[src/rtl/alu_seq_ctrl.sv]
// rtl/alu_seq_ctrl.sv - sequenced registered ALU front-end with button-driven A -> B -> OP loading
// Results and flags are registered only on leaving EXEC; zero/neg are taken from that same result.
module alu_seq_ctrl #(
  parameter int DATA_W = 8
) (
  input  logic              clk,
  input  logic              reset,
  input  logic [DATA_W-1:0] sw,
  input  logic              btnA,
  input  logic              btnB,
  input  logic              btnOP,
  output logic [DATA_W-1:0] res_alu,
  output logic              carry,
  output logic              zero,
  output logic              neg,
  output logic              ovf,
  output logic              err,
  output logic              valid,
  output logic [2:0]        state
);

  typedef enum logic [2:0] {
    S_WAIT_A  = 3'd0,
    S_WAIT_B  = 3'd1,
    S_WAIT_OP = 3'd2,
    S_EXEC    = 3'd3,
    S_DONE    = 3'd4
  } state_t;

  localparam logic [5:0] OP_ADD = 6'b100000;
  localparam logic [5:0] OP_SUB = 6'b100010;
  localparam logic [5:0] OP_AND = 6'b100100;
  localparam logic [5:0] OP_OR  = 6'b100101;
  localparam logic [5:0] OP_XOR = 6'b100110;
  localparam logic [5:0] OP_NOR = 6'b100111;
  localparam logic [5:0] OP_SRA = 6'b000011;
  localparam logic [5:0] OP_SRL = 6'b000010;
  localparam logic [DATA_W-1:0] LP_W = DATA_W'(DATA_W);

  state_t            r_state;
  state_t            w_next;
  logic [2:0]        r_sync_a, r_sync_b, r_sync_op;
  logic              w_pulse_a, w_pulse_b, w_pulse_op;
  logic              w_load_a, w_load_b, w_load_op, w_exec;
  logic [DATA_W-1:0] r_a, r_b, r_res;
  logic [5:0]        r_op;
  logic              r_carry, r_zero, r_neg, r_ovf, r_err, r_valid;
  logic [DATA_W:0]   w_sum, w_diff;
  logic [DATA_W-1:0] w_res;
  logic              w_carry, w_ovf, w_illegal;

  // bit0/bit1 synchronise, bit2 remembers the previous synchronised level
  always_ff @(posedge clk or posedge reset) begin
    if (reset) begin
      r_sync_a  <= 3'b000;
      r_sync_b  <= 3'b000;
      r_sync_op <= 3'b000;
    end else begin
      r_sync_a  <= {r_sync_a[1:0], btnA};
      r_sync_b  <= {r_sync_b[1:0], btnB};
      r_sync_op <= {r_sync_op[1:0], btnOP};
    end
  end

  assign w_pulse_a  = r_sync_a[1] & ~r_sync_a[2];
  assign w_pulse_b  = r_sync_b[1] & ~r_sync_b[2];
  assign w_pulse_op = r_sync_op[1] & ~r_sync_op[2];

  always_ff @(posedge clk or posedge reset) begin
    if (reset) r_state <= S_WAIT_A;
    else       r_state <= w_next;
  end

  always_comb begin
    w_next    = r_state;
    w_load_a  = 1'b0;
    w_load_b  = 1'b0;
    w_load_op = 1'b0;
    w_exec    = 1'b0;
    case (r_state)
      S_WAIT_A, S_DONE: if (w_pulse_a) begin
        w_load_a = 1'b1;
        w_next   = S_WAIT_B;
      end
      S_WAIT_B: if (w_pulse_b) begin
        w_load_b = 1'b1;
        w_next   = S_WAIT_OP;
      end
      S_WAIT_OP: if (w_pulse_op) begin
        w_load_op = 1'b1;
        w_next    = S_EXEC;
      end
      S_EXEC: begin
        w_exec = 1'b1;
        w_next = S_DONE;
      end
      default: w_next = S_WAIT_A;
    endcase
  end

  assign w_sum  = {1'b0, r_a} + {1'b0, r_b};
  assign w_diff = {1'b0, r_a} - {1'b0, r_b};

  always_comb begin
    w_res     = '0;
    w_carry   = 1'b0;
    w_ovf     = 1'b0;
    w_illegal = 1'b0;
    case (r_op)
      OP_ADD: begin
        w_res   = w_sum[DATA_W-1:0];
        w_carry = w_sum[DATA_W];
        w_ovf   = (r_a[DATA_W-1] == r_b[DATA_W-1]) && (w_sum[DATA_W-1] != r_a[DATA_W-1]);
      end
      OP_SUB: begin
        w_res   = w_diff[DATA_W-1:0];
        w_carry = w_diff[DATA_W];
        w_ovf   = (r_a[DATA_W-1] != r_b[DATA_W-1]) && (w_diff[DATA_W-1] != r_a[DATA_W-1]);
      end
      OP_AND: w_res = r_a & r_b;
      OP_OR:  w_res = r_a | r_b;
      OP_XOR: w_res = r_a ^ r_b;
      OP_NOR: w_res = ~(r_a | r_b);
      OP_SRA: begin
        if (r_b >= LP_W) w_res = {DATA_W{r_a[DATA_W-1]}};
        else             w_res = $signed(r_a) >>> r_b;
      end
      OP_SRL: begin
        if (r_b >= LP_W) w_res = '0;
        else             w_res = r_a >> r_b;
      end
      default: w_illegal = 1'b1;
    endcase
  end

  always_ff @(posedge clk or posedge reset) begin
    if (reset) begin
      r_a     <= '0;
      r_b     <= '0;
      r_op    <= '0;
      r_res   <= '0;
      r_carry <= 1'b0;
      r_zero  <= 1'b0;
      r_neg   <= 1'b0;
      r_ovf   <= 1'b0;
      r_err   <= 1'b0;
      r_valid <= 1'b0;
    end else begin
      r_valid <= w_exec;
      if (w_load_a) begin
        r_a   <= sw;
        r_err <= 1'b0;
      end
      if (w_load_b)  r_b  <= sw;
      if (w_load_op) r_op <= sw[5:0];
      if (w_exec) begin
        r_res   <= w_res;
        r_carry <= w_carry;
        r_ovf   <= w_ovf;
        r_zero  <= (w_res == '0);
        r_neg   <= w_res[DATA_W-1];
        if (w_illegal) r_err <= 1'b1;
      end
    end
  end

  assign res_alu = r_res;
  assign carry   = r_carry;
  assign zero    = r_zero;
  assign neg     = r_neg;
  assign ovf     = r_ovf;
  assign err     = r_err;
  assign valid   = r_valid;
  assign state   = r_state;

endmodule

[config.mk]
export PLATFORM = sky130hd
export DESIGN_NAME = alu_seq_ctrl
export DESIGN_NICKNAME = d
export VERILOG_FILES = /design/src/rtl/alu_seq_ctrl.sv
export SDC_FILE = /design/constraint.sdc
export NUM_CORES = 1
export LEC_CHECK = 0
export BUFFER_PORTS_ARGS = -buffer_cell sky130_fd_sc_hd__buf_2
export CAP_MARGIN = 20
export CORE_MARGIN = 5
export CORE_UTILIZATION = 30
export CTS_BUF_LIST = sky130_fd_sc_hd__clkbuf_8
export CTS_CLUSTER_DIAMETER = 40
export DETAILED_ROUTE_END_ITERATION = 8
export GPL_TIMING_DRIVEN = 0
export PLACE_DENSITY = 0.59
export SLEW_MARGIN = 10
export SYNTH_ARGS = -nofsm -noshare
export SYNTH_HDL_FRONTEND = slang
export SYNTH_SLANG_ARGS = --single-unit
[constraint.sdc]
create_clock -name clk -period 3 [get_ports clk]
set_clock_uncertainty 0.15 [all_clocks]
set_input_delay 0.3 -clock clk [delete_from_list [all_inputs] [get_ports clk]]
set_output_delay 0.3 -clock clk [all_outputs]
set_load 0.02 [all_outputs]
==> results of run 1 <==
report_power, final:
group | total (mW) | internal [mW] | switching [mW] | leakage, nW
Clock | 0.506 | 0.275 | 0.231 | 0.0618
Combinational | 3.45 | 1.49 | 1.96 | 1.19
Sequential | 1.19 | 0.883 | 0.302 | 0.579
worst paths after layout:
kind	start	end	slack [ns]	depth (start not counted)
setup / recovery	r_b[1]	zero	0.11	10
hold / removal	sw[6]	r_b[6]	0.07	3
setup reg to reg	r_b[1]	zero	0.11	10
hold reg to reg	r_sync_a[0]	r_sync_a[1]	0.21	0
max in group asynchronous	reset	r_b[6]	1.88	4
min in group asynchronous	reset	r_op[3]	0.33	3
cells in the final DEF, fill, tap and decap left out, types with 4 or more instances in the layout:
cell type / count
dfrtp_2: 8
dfrtp_1: 39
nor2b_1: 5
inv_1: 23
nor3_1: 9
a21oi_1: 16
clkbuf_1: 6
o211ai_1: 9
mux2_2: 9
nand2_1: 45
nand2b_1: 5
or3_1: 4
ha_1: 23
mux2i_1: 16
buf_2: 34
clkbuf_8: 9
o21ai_0: 28
o21bai_1: 4
xnor2_1: 11
dlygate4sd3_1: 4
nor2_1: 19
a21o_1: 9
buf_4: 12
through the flow:
stage               worst slack, ns  instances
floorplan                    0.0229        383
global placement             -0.397        555
detailed placement           -0.388        556
CTS                         0.00404        573
global route                -0.0196        576
finish                        0.115        576
logic make-up (layout without fill, tap and decap cells):
family          after synthesis  count (layout)  synth area share (%)
simple gates                116             116                  17.4
compound gates              106             106                  20.7
buf+inv                      48              98                  6.85
flops                        47              47                  33.2
mux                          28              28                  9.28
fa+ha+maj                    27              27                  9.95
xor+xnor                     11              11                  2.72
what timing repair did:
action | in CTS | in global routing
buffers inserted | 5 | 4
pin swaps | 3 | 5
hold buffers | 4 | 0
endpoints found under the setup margin | 3 | 2
resized for setup | 12 | 12
endpoints found under the hold margin | 15 | 0
area by class of cell:
type	count	area share (%)
Buffer	19	3.38
Clock buffer	6	1.96
Clock inverter	2	0.920
Inverter	28	2.58
Multi-Input combinational cell	288	52.3
Sequential cell	47	28.1
Tap cell	143	4.25
Timing Repair Buffer	43	6.47
state kept, by name (all words and copies together), names as in the netlist:
register and flops:
err 1, zero 1, r_sync_op 3, r_b 8, state 3, r_a 8, valid 1, r_sync_b 3
res_alu 8, carry 1, r_sync_a 3, r_op 6, ovf 1
per-layer routing:
layer / GRT usage, % / vias to the layer above / wire [um]
met1: 20.7 / 1470 / 4760
li1: - / 1475 / -
met4: 4.06 / 0 / 231
met2: 24.3 / 96 / 4880
met5: 0 / - / 0
met3: 2.72 / 14 / 597
critical path: cells and delay by family, from the launching register on:
family                     cells  cell delay, ns
AOI/OAI and AO/OA              3            0.81
xor gates and xnor gates       1            0.16
adders and majority gates      1            0.17
buffers and inverters          2            0.23
DFF                            1            0.40
and+or+nand+nor                3            0.89
==> impl_metrics.csv, run 1 <==
group,metric,value,unit
status,outcome,"completed",
floorplan,num_rows,39,
worst_setup_path,cp_max_fo,19,
clock_network,numCtsBuffers,5,
clock_network,cts_tree,"built",
place,port_buffers,29,
layout,finalInstanceArea,4210,um2
worst_setup_path,critPathSlowestCell,"or4_4",
synthesis,syn-num-nets,423,
clock_network,path_clk_slew,0.10,ns
synthesis,syn-cell-area,3550,um2
detailed_routing,drtAntennaViolNets,0,
place,gp_congestion,0.988,
detailed_routing,first_pass_iters,4,
worst_hold_path,min_path_type,"in -> reg",
timing,whs,0.0727,ns
floorplan,die_y,119,um
layout,n_antenna_cell,0,
timing,hold_viol,0,
detailed_routing,wire_per_inst,18.2,um
detailed_routing,viasPerCell,5.30,
global_route,first_global_vias,3032,
place,placed_area,3900,um2
timing,max_freq,347,MHz
job,drv_cap,0,
floorplan,die_area,14100,um2
detailed_routing,drc_errors,0,
global_route,grt_overflow,0,
clock_network,cts-htree-levels,2,
clock_network,clk_latency,0.30,ns
global_route,grt_pass1_wl,17.0,mm
synthesis,synth_area_leaders,"dfrtp_1, ha_1, nand2_1",
timing,setup-violations-final,0,
pwr,peakVddDrop,405,uV
worst_setup_path,cp-start-kind,"flip-flop",
clock_network,cts-root-buf,"clkbuf_8",
pwr,power_density,1220,nW/um2
layout,area_growth,18.8,%
synthesis,synth_top_area_share,33.2,%
synthesis,ys_ff_latch,47,
layout,final_layout_size_suffix_gt1_share,25.9,%
synthesis,ys_seq_area_share,33.2,%
global_route,grt_max_degree,36,
timing,min_period,2.89,ns
worst_setup_path,slowest_delay,0.55,ns
floorplan,initial_core_util,30.8,%
synthesis,synth_edf_count,0,
detailed_routing,wirelength,10.5,mm
detailed_routing,route.vias.total,3055,
worst_setup_path,cp_cell_sequence,"buf_12 -> inv_2 -> ha_1 -> o21bai_2 -> a2111oi_4 -> xnor2_1 -> nor2_1 -> or4_4 -> nor4_4 -> a32o_1",
global_route,antenna_found_initial,0,
timing,fin_crit_sh,96.2,%
detailed_routing,drt-initial-drc-count,327,
global_route,gr-usage-all-layers,15.0,%
synthesis,ys_top_cells_by_count,"dfrtp_1, nand2_1, o21ai_0",
synthesis,syn_inst,383,
timing,worstMarginPinSlew,0.887,ns
timing,fin_tns_setup,0,ns
timing,maxSlewHeadroom,40.4,%
layout,layout.nets,472,
pwr,leakage,1.83,nW
layout,n_fill_cell,1187,
synthesis,syn_avg_cell_area,9.26,um2
worst_setup_path,cp-end-kind,"flip-flop",
worst_setup_path,crit_required,3.09,ns
synthesis,synth_top_cell_by_area,"dfrtp_1",
worst_setup_path,arrival,2.98,ns
pwr,p_total,5.14,mW
timing,maxSlewViolCount,0,
synthesis,ys_warn_count,0,
layout,regArea,1190,um2
layout,multi_input_area,2200,um2
floorplan,io_pins,30,
synthesis,ys_types,66,
clock_network,clock_path_buffers,2,
synthesis,synth.most_common_cell,"dfrtp_1",
floorplan,chipWidth,119,um
floorplan,core_area,11500,um2
synthesis,ys_dominant_reg_cell,"dfrtp_1",
synthesis,async_flop_share,100,%
layout,fin_util,36.6,%
clock_network,clock-sinks,47,
place,place.detailed.hpwl,8.17,mm
worst_setup_path,worstSetupPathType,"reg -> reg",
Power figures use the tool's default switching activity.
==> run 2: changes to the inputs <==
--- a/config.mk
+++ b/config.mk
@@ -13,7 +13,7 @@
 export CTS_CLUSTER_DIAMETER = 40
 export DETAILED_ROUTE_END_ITERATION = 8
 export GPL_TIMING_DRIVEN = 0
-export PLACE_DENSITY = 0.59
+export PLACE_DENSITY = 0.58
 export SLEW_MARGIN = 10
 export SYNTH_ARGS = -nofsm -noshare
 export SYNTH_HDL_FRONTEND = slang
==> constraint.sdc (replaced) <==
create_clock -name clk -period 3.5 [get_ports clk]
set_clock_uncertainty 0.15 [all_clocks]
set_input_delay 0.35 -clock clk [delete_from_list [all_inputs] [get_ports clk]]
set_output_delay 0.35 -clock clk [all_outputs]
set_load 0.02 [all_outputs]
==> impl_metrics.csv, run 2 (synthesis results as in run 1) <==
group,metric,value,unit
timing,fin_tns_setup,0,ns
floorplan,io_pins,30,
worst_setup_path,crit_path_start,"r_b[1]",
global_route,grt_overflow,0,
global_route,grt_pass1_wl,16.2,mm
global_route,grt_max_degree,34,
pwr,peakVddDrop,460,uV
timing,fin_crit_sh,95.0,%
pwr,p_sw_share,49.1,%
detailed_routing,drc_errors,0,
worst_hold_path,min_path_type,"in -> reg",
timing,whs,0.124,ns
clock_network,clock-sinks,47,
timing,setup-violations-final,0,
worst_setup_path,ff2ff_path_depth,11,
worst_setup_path,arrival,3.42,ns
pwr,p_int,2.12,mW
layout,final_layout_size_suffix_gt1_share,20.4,%
layout,n_antenna_cell,0,
worst_setup_path,timing.rr.end,"zero",
detailed_routing,wl_met1,4.83,mm
detailed_routing,wl_met2,4.86,mm
floorplan,initial_core_util,30.8,%
clock_network,clk_latency,0.30,ns
floorplan,die_area,14100,um2
clock_network,numCtsBuffers,5,
global_route,gr-usage-all-layers,14.2,%
detailed_routing,top_layer,"met4",
detailed_routing,dr_wl_met3,431,um
layout,final_cell_mix,"dfrtp_1, nand2_1, buf_2",
timing,hold_viol,0,
timing,maxSlewHeadroom,34.5,%
global_route,first_global_vias,2974,
floorplan,core_area,11500,um2
place,port_buffers,29,
clock_network,cts-htree-levels,2,
clock_network,cts-root-buf,"clkbuf_8",
detailed_routing,route.vias.total,3070,
worst_setup_path,cp_max_fo,10,
pwr,power_density,1020,nW/um2
pwr,pwr-share-seq,24.6,%
worst_setup_path,r2r_setup_slack,0.18,ns
floorplan,chipWidth,119,um
detailed_routing,drtAntennaViolNets,0,
worst_setup_path,worstSetupPathType,"reg -> reg",
timing,max_freq,301,MHz
detailed_routing,drt-initial-drc-count,218,
layout,layout.nets,466,
floorplan,die_y,119,um
layout,layoutNonFillerInstCount,570,
clock_network,path_clk_slew,0.10,ns
place,gp_congestion,0.948,
pwr,p_sw,2.05,mW
worst_setup_path,crit_required,3.59,ns
clock_network,clock_path_buffers,2,
worst_hold_path,hold_path_depth,3,
place,place.detailed.hpwl,8.00,mm
worst_setup_path,cp-start-kind,"flip-flop",
detailed_routing,first_pass_iters,5,
place,dp.cells,556,
timing,rsz0062_at_grt,"no",
pwr,pwr-share-clk,9.8,%
pwr,p_comb_share,65.6,%
clock_network,cts_tree,"built",
layout,fin_util,35.4,%
worst_setup_path,cp-end-kind,"flip-flop",
detailed_routing,viasPerCell,5.39,
detailed_routing,wirelength,10.3,mm
global_route,antenna_found_initial,0,
timing,min_period,3.32,ns
floorplan,num_rows,39,
worst_setup_path,setup.worst_path.end,"zero",
layout,final_common_cell,"dfrtp_1",
timing,worstMarginPinSlew,0.975,ns
worst_setup_path,r2r-start,"r_b[1]",
detailed_routing,wire_per_inst,18.1,um
layout,area_growth,14.9,%
pwr,leakage,1.79,nW
timing,maxSlewViolCount,0,
status,outcome,"completed",
job,drv_cap,0,
## run 2: cell types whose count changed in the layout (fill, tap and decap cells not counted), moves of 2 or more
cell     delta
ha_1        +2
dfrtp_1     +7
nor3b_1     +3
inv_1       +2
dfrtp_2     -7
buf_4       -6
nor3b_2     -3
## run 2: what timing repair did
item / CTS / global route
endpoints found under the setup margin: 1 / 1
hold buffers: 4 / 0
resized for setup: 2 / 0
endpoints found under the hold margin: 17 / 0
buffers inserted: 0 / 2
## run 2: power groups by stage
stage	Sequential (mW)	Clock, mW	Combinational [mW]
3_3_place_gp	1.03	0	2.61
2_1_floorplan	1.06	0	1.91
4_1_cts	1.03	0.425	2.67
6_report	1.02	0.410	2.73
5_1_grt	1.06	0.448	2.96
3_5_place_dp	1.04	0	2.62
## run 2: metrics by stage
step	area [um2]	setup slack [ns]	power, mW
2_1_floorplan	3550	0.416	2.97
3_3_place_gp	3870	-0.0861	3.64
3_5_place_dp	3890	-0.0818	3.67
4_1_cts	4060	0.0580	4.13
5_1_grt	4070	0.00338	4.46
6_report	4070	0.175	4.17
## run 2: how the worst min path moves through the flow
stage / start / slack [ns] / end
2_1_floorplan: r_sync_a[0] / 0.18 / r_sync_a[1]
3_3_place_gp: r_sync_op[0] / 0.19 / r_sync_op[1]
3_5_place_dp: reset / 0.19 / r_op[5]
4_1_cts: sw[7] / 0.12 / r_b[7]
5_1_grt: sw[7] / 0.12 / r_b[7]
6_report: sw[7] / 0.12 / r_b[7]
## run 2: cell type report
class / count / area [um2]
buffer: 20 / 138
clock buffer: 5 / 68.8
clock inverter: 3 / 46.3
fill: 1215 / 7440
inverter: 28 / 105
multi-input combinational: 288 / 2140
sequential: 47 / 1180
tap: 143 / 179
timing repair buffer: 36 / 220
## run 2: per-layer routing
layer  vias up  track usage [%]
li1       1455                -
met1      1513             19.4
met2        88             23.8
met3        14             1.91
met4         0             3.84
met5         -                0
## run 2: worst max-delay path: stages, from the launching register on
cell,delay (ns)
dfrtp_2,0.42
clkbuf_8,0.18
buf_2,0.22
inv_1,0.14
ha_1,0.34
o21bai_1,0.15
a2111oi_4,0.38
xnor2_1,0.17
nor2_1,0.07
or4_4,0.56
nor4_2,0.28
a32o_1,0.20
